===== src/rtl/key_ctrl_pkg.sv =====
// Shared types and constants for the key mode controller.
package key_ctrl_pkg;

    typedef enum logic [1:0] {
        IDLE = 2'd0,
        HELD = 2'd1,
        LONG = 2'd2
    } key_state_e;

    localparam int MODE_W = 2;
    localparam logic [MODE_W-1:0] MODE_RESET = 2'd0;

    function automatic logic [MODE_W-1:0] mode_next(input logic [MODE_W-1:0] m);
        return m + MODE_W'(1);
    endfunction

endpackage


===== src/rtl/key_debounce.sv =====
// Two-flop synchronizer followed by a stable-sample debouncer; key_level is active-low.
module key_debounce #(
    parameter int DB_CYCLES = 3
) (
    input  logic clk,
    input  logic rst,
    input  logic key_in,
    output logic key_level
);

    localparam logic [7:0] DB_LAST = 8'(DB_CYCLES - 1);

    logic       sync1_q, sync2_q;
    logic       level_q, level_d;
    logic [7:0] cnt_q, cnt_d;

    always_comb begin
        level_d = level_q;
        cnt_d   = 8'd0;
        if (sync2_q != level_q) begin
            if (cnt_q == DB_LAST) begin
                level_d = sync2_q;
            end else begin
                cnt_d = cnt_q + 8'd1;
            end
        end
    end

    always_ff @(posedge clk) begin
        if (rst) begin
            sync1_q <= 1'b1;
            sync2_q <= 1'b1;
            level_q <= 1'b1;
            cnt_q   <= 8'd0;
        end else begin
            sync1_q <= key_in;
            sync2_q <= sync1_q;
            level_q <= level_d;
            cnt_q   <= cnt_d;
        end
    end

    assign key_level = level_q;

endmodule


===== src/rtl/key_mode_ctrl.sv =====
// Key press classifier and 2-bit mode register.
// Long-press detection is built only when KEY_LONG_PRESS_EN is defined.
module key_mode_ctrl
    import key_ctrl_pkg::*;
#(
    parameter int DB_CYCLES   = 3,
    parameter int LONG_CYCLES = 10
) (
    input  logic              clk,
    input  logic              rst,
    input  logic              key_in,
    input  logic              en,
    output logic [MODE_W-1:0] mode,
    output logic              press_short,
    output logic              press_long,
    output logic              key_level
);

    logic              lvl;
    key_state_e        state_q;
    logic [MODE_W-1:0] mode_q;
    logic              short_q;

    key_debounce #(
        .DB_CYCLES (DB_CYCLES)
    ) u_debounce (
        .clk       (clk),
        .rst       (rst),
        .key_in    (key_in),
        .key_level (lvl)
    );

`ifdef KEY_LONG_PRESS_EN
    // Hold counter starts at 0 on HELD entry, so the long pulse lands LONG_CYCLES after key_level falls.
    localparam logic [15:0] HOLD_LAST = 16'(LONG_CYCLES - 2);

    logic [15:0] hold_q;
    logic        long_q;

    always_ff @(posedge clk) begin
        if (rst) begin
            state_q <= IDLE;
            hold_q  <= 16'd0;
            mode_q  <= MODE_RESET;
            short_q <= 1'b0;
            long_q  <= 1'b0;
        end else begin
            short_q <= 1'b0;
            long_q  <= 1'b0;
            case (state_q)
                IDLE: begin
                    hold_q <= 16'd0;
                    if (!lvl) state_q <= HELD;
                end
                HELD: begin
                    if (lvl) begin
                        state_q <= IDLE;
                        short_q <= en;
                        if (en) mode_q <= mode_next(mode_q);
                    end else if (hold_q == HOLD_LAST) begin
                        state_q <= LONG;
                        long_q  <= en;
                        if (en) mode_q <= MODE_RESET;
                    end else begin
                        hold_q <= hold_q + 16'd1;
                    end
                end
                LONG: begin
                    if (lvl) state_q <= IDLE;
                end
                default: state_q <= IDLE;
            endcase
        end
    end

    assign press_long = long_q;
`else
    logic unused_long_cycles;
    assign unused_long_cycles = (LONG_CYCLES > 0);

    always_ff @(posedge clk) begin
        if (rst) begin
            state_q <= IDLE;
            mode_q  <= MODE_RESET;
            short_q <= 1'b0;
        end else begin
            short_q <= 1'b0;
            case (state_q)
                IDLE: begin
                    if (!lvl) state_q <= HELD;
                end
                HELD: begin
                    if (lvl) begin
                        state_q <= IDLE;
                        short_q <= en;
                        if (en) mode_q <= mode_next(mode_q);
                    end
                end
                default: state_q <= IDLE;
            endcase
        end
    end

    assign press_long = 1'b0;
`endif

    assign mode        = mode_q;
    assign press_short = short_q;
    assign key_level   = lvl;

endmodule


===== config.mk =====
export PLATFORM = sky130hd
export DESIGN_NAME = key_mode_ctrl
export DESIGN_NICKNAME = d
export VERILOG_FILES = /design/src/rtl/key_ctrl_pkg.sv /design/src/rtl/key_debounce.sv /design/src/rtl/key_mode_ctrl.sv
export SDC_FILE = /design/constraint.sdc
export NUM_CORES = 1
export LEC_CHECK = 0
export ABC_AREA = 1
export CAP_MARGIN = 15
export CORE_UTILIZATION = 45
export CTS_BUF_LIST = sky130_fd_sc_hd__clkbuf_2
export DETAILED_ROUTE_END_ITERATION = 16
export PLACE_DENSITY = 0.78
export RECOVER_POWER = 100
export SLEW_MARGIN = 40
export SYNTH_ARGS = -nofsm -noshare
export SYNTH_HDL_FRONTEND = slang
export SYNTH_SLANG_ARGS = --single-unit

===== constraint.sdc =====
create_clock -name clk -period 1.5 [get_ports clk]
set_clock_uncertainty 0.05 [all_clocks]
set_input_delay 0.3 -clock clk [delete_from_list [all_inputs] [get_ports clk]]
set_output_delay 0.3 -clock clk [all_outputs]
set_load 0.02 [all_outputs]

Word level (Yosys, flattened, before mapping)
Cells that the tools add are included.
{ "classes": {"n_addsub": 2, "n_mul": 0, "div_mod_pow": 0, "n_lt_le_gt_ge": 0, "n_eq_ne": 5, "shifts": 0, "muxes": 3, "n_bitwise": 3, "reduce_logical": 6} }
{ "ops": {"columns": ["operator", "count"], "rows": [
  ["$add 8x1->8 const B", 1],
  ["$eq 8x2->1 const B", 1],
  ["$reduce_or 3->1", 2],
  ["$mux 2", 2],
  ["$pmux 2 s2", 1],
  ["$reduce_and 2->1", 2],
  ["$not 1->1", 3],
  ["$reduce_and 3->1", 1],
  ["$add 2x1->2 const B", 1],
  ["$eq 2x1->1 const B", 1],
  ["$logic_not 2->1", 1],
  ["$ne 2x1->1 const B", 1],
  ["$ne 2x2->1 const B", 1],
  ["$ne 1x1->1", 1]
]} }
{ "totals": {"ff_bits": 16, "latch_bits": 0, "mem_bits_rw": 0, "mem_bits_ro": 0, "input_bits": 4, "output_inout_bits": 5, "word_cells": 26, "n_memories": 0} }

Longest topological paths before layout
{ "depth": {"ltp_word": 3, "ltp_mapped": 7, "depth_no_buf": 7} }

Hierarchy
Synthesis repeated with hierarchy kept, for this count alone.
{ "hier_totals": {"hier_cells": 103, "area_unflattened_um2": 745.7} }
{ "by_module_without_submodules": {"columns": ["module", "instances", "cells_each", "area_per_inst_um2", "seq_area_each_um2"], "rows": [
  ["key_debounce", 1, 79, 563.0, 220.2],
  ["key_mode_ctrl", 1, 24, 182.7, 80.1]
]} }

Worst setup path before layout
OpenSTA, ideal clock, no wires.
{ "synth_timing": {"path_kind": "reg-to-reg", "start": "register u_debounce.level_q (netlist: u_debounce.key_level)", "end": "register state_q[0]", "setup_time_ns": 0.114, "t_arrival_ns": 0.958, "required_time_ns": 1.336, "slack_ns": 0.378, "stages_incl_launch_ff": 4, "path_buffers": 0, "synth_period_minus_slack_ns": 1.122, "path_cell_list": "dfxtp_1 -> ha_1 -> xor2_1 -> nor2_1"} }
{ "synth_via": {"elab_chain_cells": 2, "elab_cells_between_ends": 3, "classes_between": "2 x eq/ne; 1 x reduce/logical"} }
{ "synth_rtl": {"columns": ["element", "line_no", "text"], "rows": [
  ["start: declaration", "key_debounce.sv:14", "logic level_q, level_d;"],
  ["start signal: assignment", "key_debounce.sv:38", "level_q <= level_d;"],
  ["$ne 2x2->1 (no source line) or $ne 2x1->1 (tied branches)", null, null],
  ["$reduce_and 2->1 (no source line) (*)", null, null],
  ["end signal: assignment", "key_mode_ctrl.sv:83", "state_q <= IDLE;"],
  ["end signal: assignment", "key_mode_ctrl.sv:90", "if (!lvl) state_q <= HELD;"],
  ["end signal: assignment", "key_mode_ctrl.sv:94", "state_q <= IDLE;"],
  ["end: declaration", "key_mode_ctrl.sv:20", "key_state_e state_q;"]
]} }
Mark *: on every way between the ends. The rest lies on a longest branch, timed or not.
A chain may end at the register's enable or synchronous reset.

Worst setup path after layout
{ "layout_timing": {"start": "register mode_q[1] (netlist: mode[1])", "end": "output mode[1]"} }
{ "layout_lines": {"columns": ["element", "line_no", "text"], "rows": [
  ["start: declaration", "key_mode_ctrl.sv:21", "logic [MODE_W-1:0] mode_q;"],
  ["start signal: assignment", "key_mode_ctrl.sv:96", "if (en) mode_q <= mode_next(mode_q);"],
  ["end: declaration", "key_mode_ctrl.sv:13", "output logic [MODE_W-1:0] mode,"]
]} }
No word-level cell between the ends.

==> out/qor.csv <==
stage,metric,value,unit
power_and_ir_drop,part of the power in registers,0.597,
logic_synthesis,Main synth FF type,dfxtp_1,
route,Vias per Instance,4.669,
power_and_ir_drop,P per Cell Area,928.0,nW/um^2
sta,"Slew Viols, Final",0,
critical_path,worst reg2reg startpoint,u_debounce.cnt_q[0],
floorplanning,cell row count,14,
finish,"commonest cells after routing, fill and taps aside","nand2_1 (24), dfxtp_1 (15), nor2_1 (14)",
grt,first-pass GRT wire length,1987,um
logic_synthesis,syn_area_per_cell,7.391,um^2
sta,# setup viols final,0,
grt,gr usage total,0.1520,
critical_path,Critical Path AT,1010,ps
clock_tree,# H-tree levels,1,
clock_tree,CTS tree,done,
logic_synthesis,"Cell Area, Synth",716.9,um^2
logic_synthesis,Synth Instances,97,
power_and_ir_drop,internal cell power,535.0,uW
critical_path,CP endpoint kind,output pin,
critical_path,CP Depth,1,
clock_tree,Max clock buf depth,2,
grt,vias in the first global route,503,
critical_path,Worst R2R Path Depth,7,
critical_path,Critical Path RT,1150,ps
route,wire length per cell,8.726,um
finish,Filler cells,148,
power_and_ir_drop,power share of the combinational group,0.150,
sta,Fin Setup TNS,0,ps
critical_path,Worst Path Max Fanout,3,
logic_synthesis,Synth warnings,0,
place,Final HPWL DP,832.1,um
floorplanning,CORE AREA,1489,um^2
logic_synthesis,number of synthesized flops with an enable pin,0,
hold_path,Hold Path Class,flop to flop,
sta,Fmax,736.5,MHz
power_and_ir_drop,sw power,209.2,uW
power_and_ir_drop,leakage,0.3390,nW
finish,layout net count,116,
logic_synthesis,syn nets,104,
floorplanning,Starting Density,0.4815,
sta,"Hold Vio Cnt, Final",0,
sta,post-layout minimum cycle time,1358,ps
route,drt initial violations,4,
clock_tree,clock sink total,15,
sta,Min Hold Slack,382.4,ps
route,via count,579,
place,GP Congestion,0.8043,
critical_path,CP Cell Sequence,dlygate4sd2_1,
route,final wirelength,1082,um
clock_tree,Clock transition at path regs,150,ps
logic_synthesis,largest family of logic cells by synthesized area,simple AND/OR/NAND/NOR gates,
sta,RSZ-0062 raised after global routing,false,
run_status,status,"finished, final reports clean",
floorplanning,io pins,9,
logic_synthesis,post-synthesis mux area share,0,
finish,layout cells sized above 1,0.1481,
logic_synthesis,Synth Area in Simple Gates,0.3490,
clock_tree,Resize count post-CTS,4,
logic_synthesis,cell taking the most area after synthesis,dfxtp_1,
logic_synthesis,Area contributors post-synth,"dfxtp_1 (42%), nand2_1 (13%), nor2_1 (7.3%)",
floorplanning,die height,41.92,um
finish,FF/Latch Area,300.3,um^2
clock_tree,CTS Hold Bufs,0,
job,maxcap violations,0,
critical_path,CP max stage cell,dfxtp_1,
sta,final period utilization,0.9052,
clock_tree,root buffer cell,clkbuf_2,
floorplanning,total die area,1757,um^2
critical_path,Worst R2R End,u_debounce.cnt_q[7],
power_and_ir_drop,sw frac,0.2811,
clock_tree,TritonCTS buffer count,3,
place,PortBufs,7,
power_and_ir_drop,clock power share,0.254,
logic_synthesis,"Async S/R FF share, synth",0,
finish,"most common cell after layout, fill and taps aside",nand2_1,
power_and_ir_drop,worst vdd ir,0.0004802,V
finish,area grow syn2layout,11.87,%
floorplanning,Die X,41.92,um
clock_tree,Setup Buffers After CTS,0,
logic_synthesis,Yosys cell types,20,
finish,Antenna diodes,0,
grt,largest net degree at the start of global routing,10,
finish,footprint of the multi-input gates,347.8,um^2
critical_path,Buffers & Inverters on Critical Path,1,
logic_synthesis,Synth top area share,0.4188,
critical_path,crit path launch,mode[1],
critical_path,Startpoint Class,flop,
critical_path,CP endpoint,mode[1],
route,DRC errors left,0,
logic_synthesis,"Seq/Total Area, Yosys",0.4188,
logic_synthesis,Synth Register Bits,15,
critical_path,largest stage delay on the critical path,380,ps
critical_path,reg2reg setup slack,220,ps
logic_synthesis,post-synthesis compound-gate area fraction,0.06457,
logic_synthesis,xor/xnor share of the synthesized area,0.03665,
grt,initial antenna violation count,0,
grt,"Remaining Overflow, GRT",0,
critical_path,kind of critical path,flop to output pin,
clock_tree,clk_lat worst skew,280,ps
critical_path,family with the most delay on the worst path,flip-flops,
logic_synthesis,Adder-Cell Fraction of Synth Area,0.05236,
route,DR pass1 iterations,4,
route,ANT nets after route,0,
area by class of cell:
class	instances	area share
sequential	15	0.3744
clock buffer	3	0.01872
inverter	12	0.05616
clock inverter	1	0.006240
timing repair buffer	8	0.08580
tap	16	0.02496
multi-input combinational	69	0.4337
state kept, by name (all words and copies together) (netlist names):
signal and count:
u_debounce.cnt_q 8, mode 2, press_short 1, state_q 1, u_debounce.key_level 1, u_debounce.sync1_q 1
u_debounce.sync2_q 1
Yosys cell counts, types with 2 or more instances:
master	instances
o21ai_0	2
dfxtp_1	15
inv_2	2
xor2_1	2
or2_2	2
a21oi_2	3
nand3_1	7
nand2_1	24
nor2_2	5
ha_1	3
inv_1	10
nor2_1	14
cell families after synthesis:
family,count (synthesis)
buffers and inverters,13
AOI/OAI and AO/OA,7
and+or+nand+nor,55
adders and majority gates,3
xor gates and xnor gates,3
DFF,15
other,1
worst min-delay path by stage:
stage / start / to / slack, ps / cells past startpoint
after CTS: u_debounce.sync1_q / u_debounce.sync2_q / 380 / 1
after global placement: u_debounce.sync1_q / u_debounce.sync2_q / 340 / 1
final: u_debounce.sync1_q / u_debounce.sync2_q / 380 / 1
after global routing: u_debounce.sync1_q / u_debounce.sync2_q / 400 / 1
after detailed placement: u_debounce.sync1_q / u_debounce.sync2_q / 350 / 1
after floorplan: rst / press_short / 320 / 1
power by group through the flow:
stage / combinational [mW] / sequential (mW) / clock [mW]
finish: 0.111 / 0.444 / 0.189
floorplan: 0.0676 / 0.464 / 0
CTS: 0.115 / 0.445 / 0.200
detailed placement: 0.119 / 0.454 / 0
global route: 0.129 / 0.450 / 0.219
global placement: 0.118 / 0.452 / 0
routing by layer:
layer	routed length [um]	GRT usage
met5	0	0
met4	21	0.1355
met3	19	0.02609
met2	490	0.2188
met1	551	0.1923
metrics by stage:
stage                     cell area, um^2    util  setup WS [ps]  total power, mW  instances
final                               802.0  0.5387          142.3           0.7442        124
after global routing                802.0  0.5387          87.08           0.7978        124
after global placement              807.0  0.5420          138.7           0.5699        120
after CTS                           822.0  0.5521          120.7           0.7595        124
after floorplan                     716.9       -          378.0           0.5312         97
after detailed placement            807.0  0.5420          114.2           0.5730        120
No activity file was read; power rests on OpenSTA's default activity.
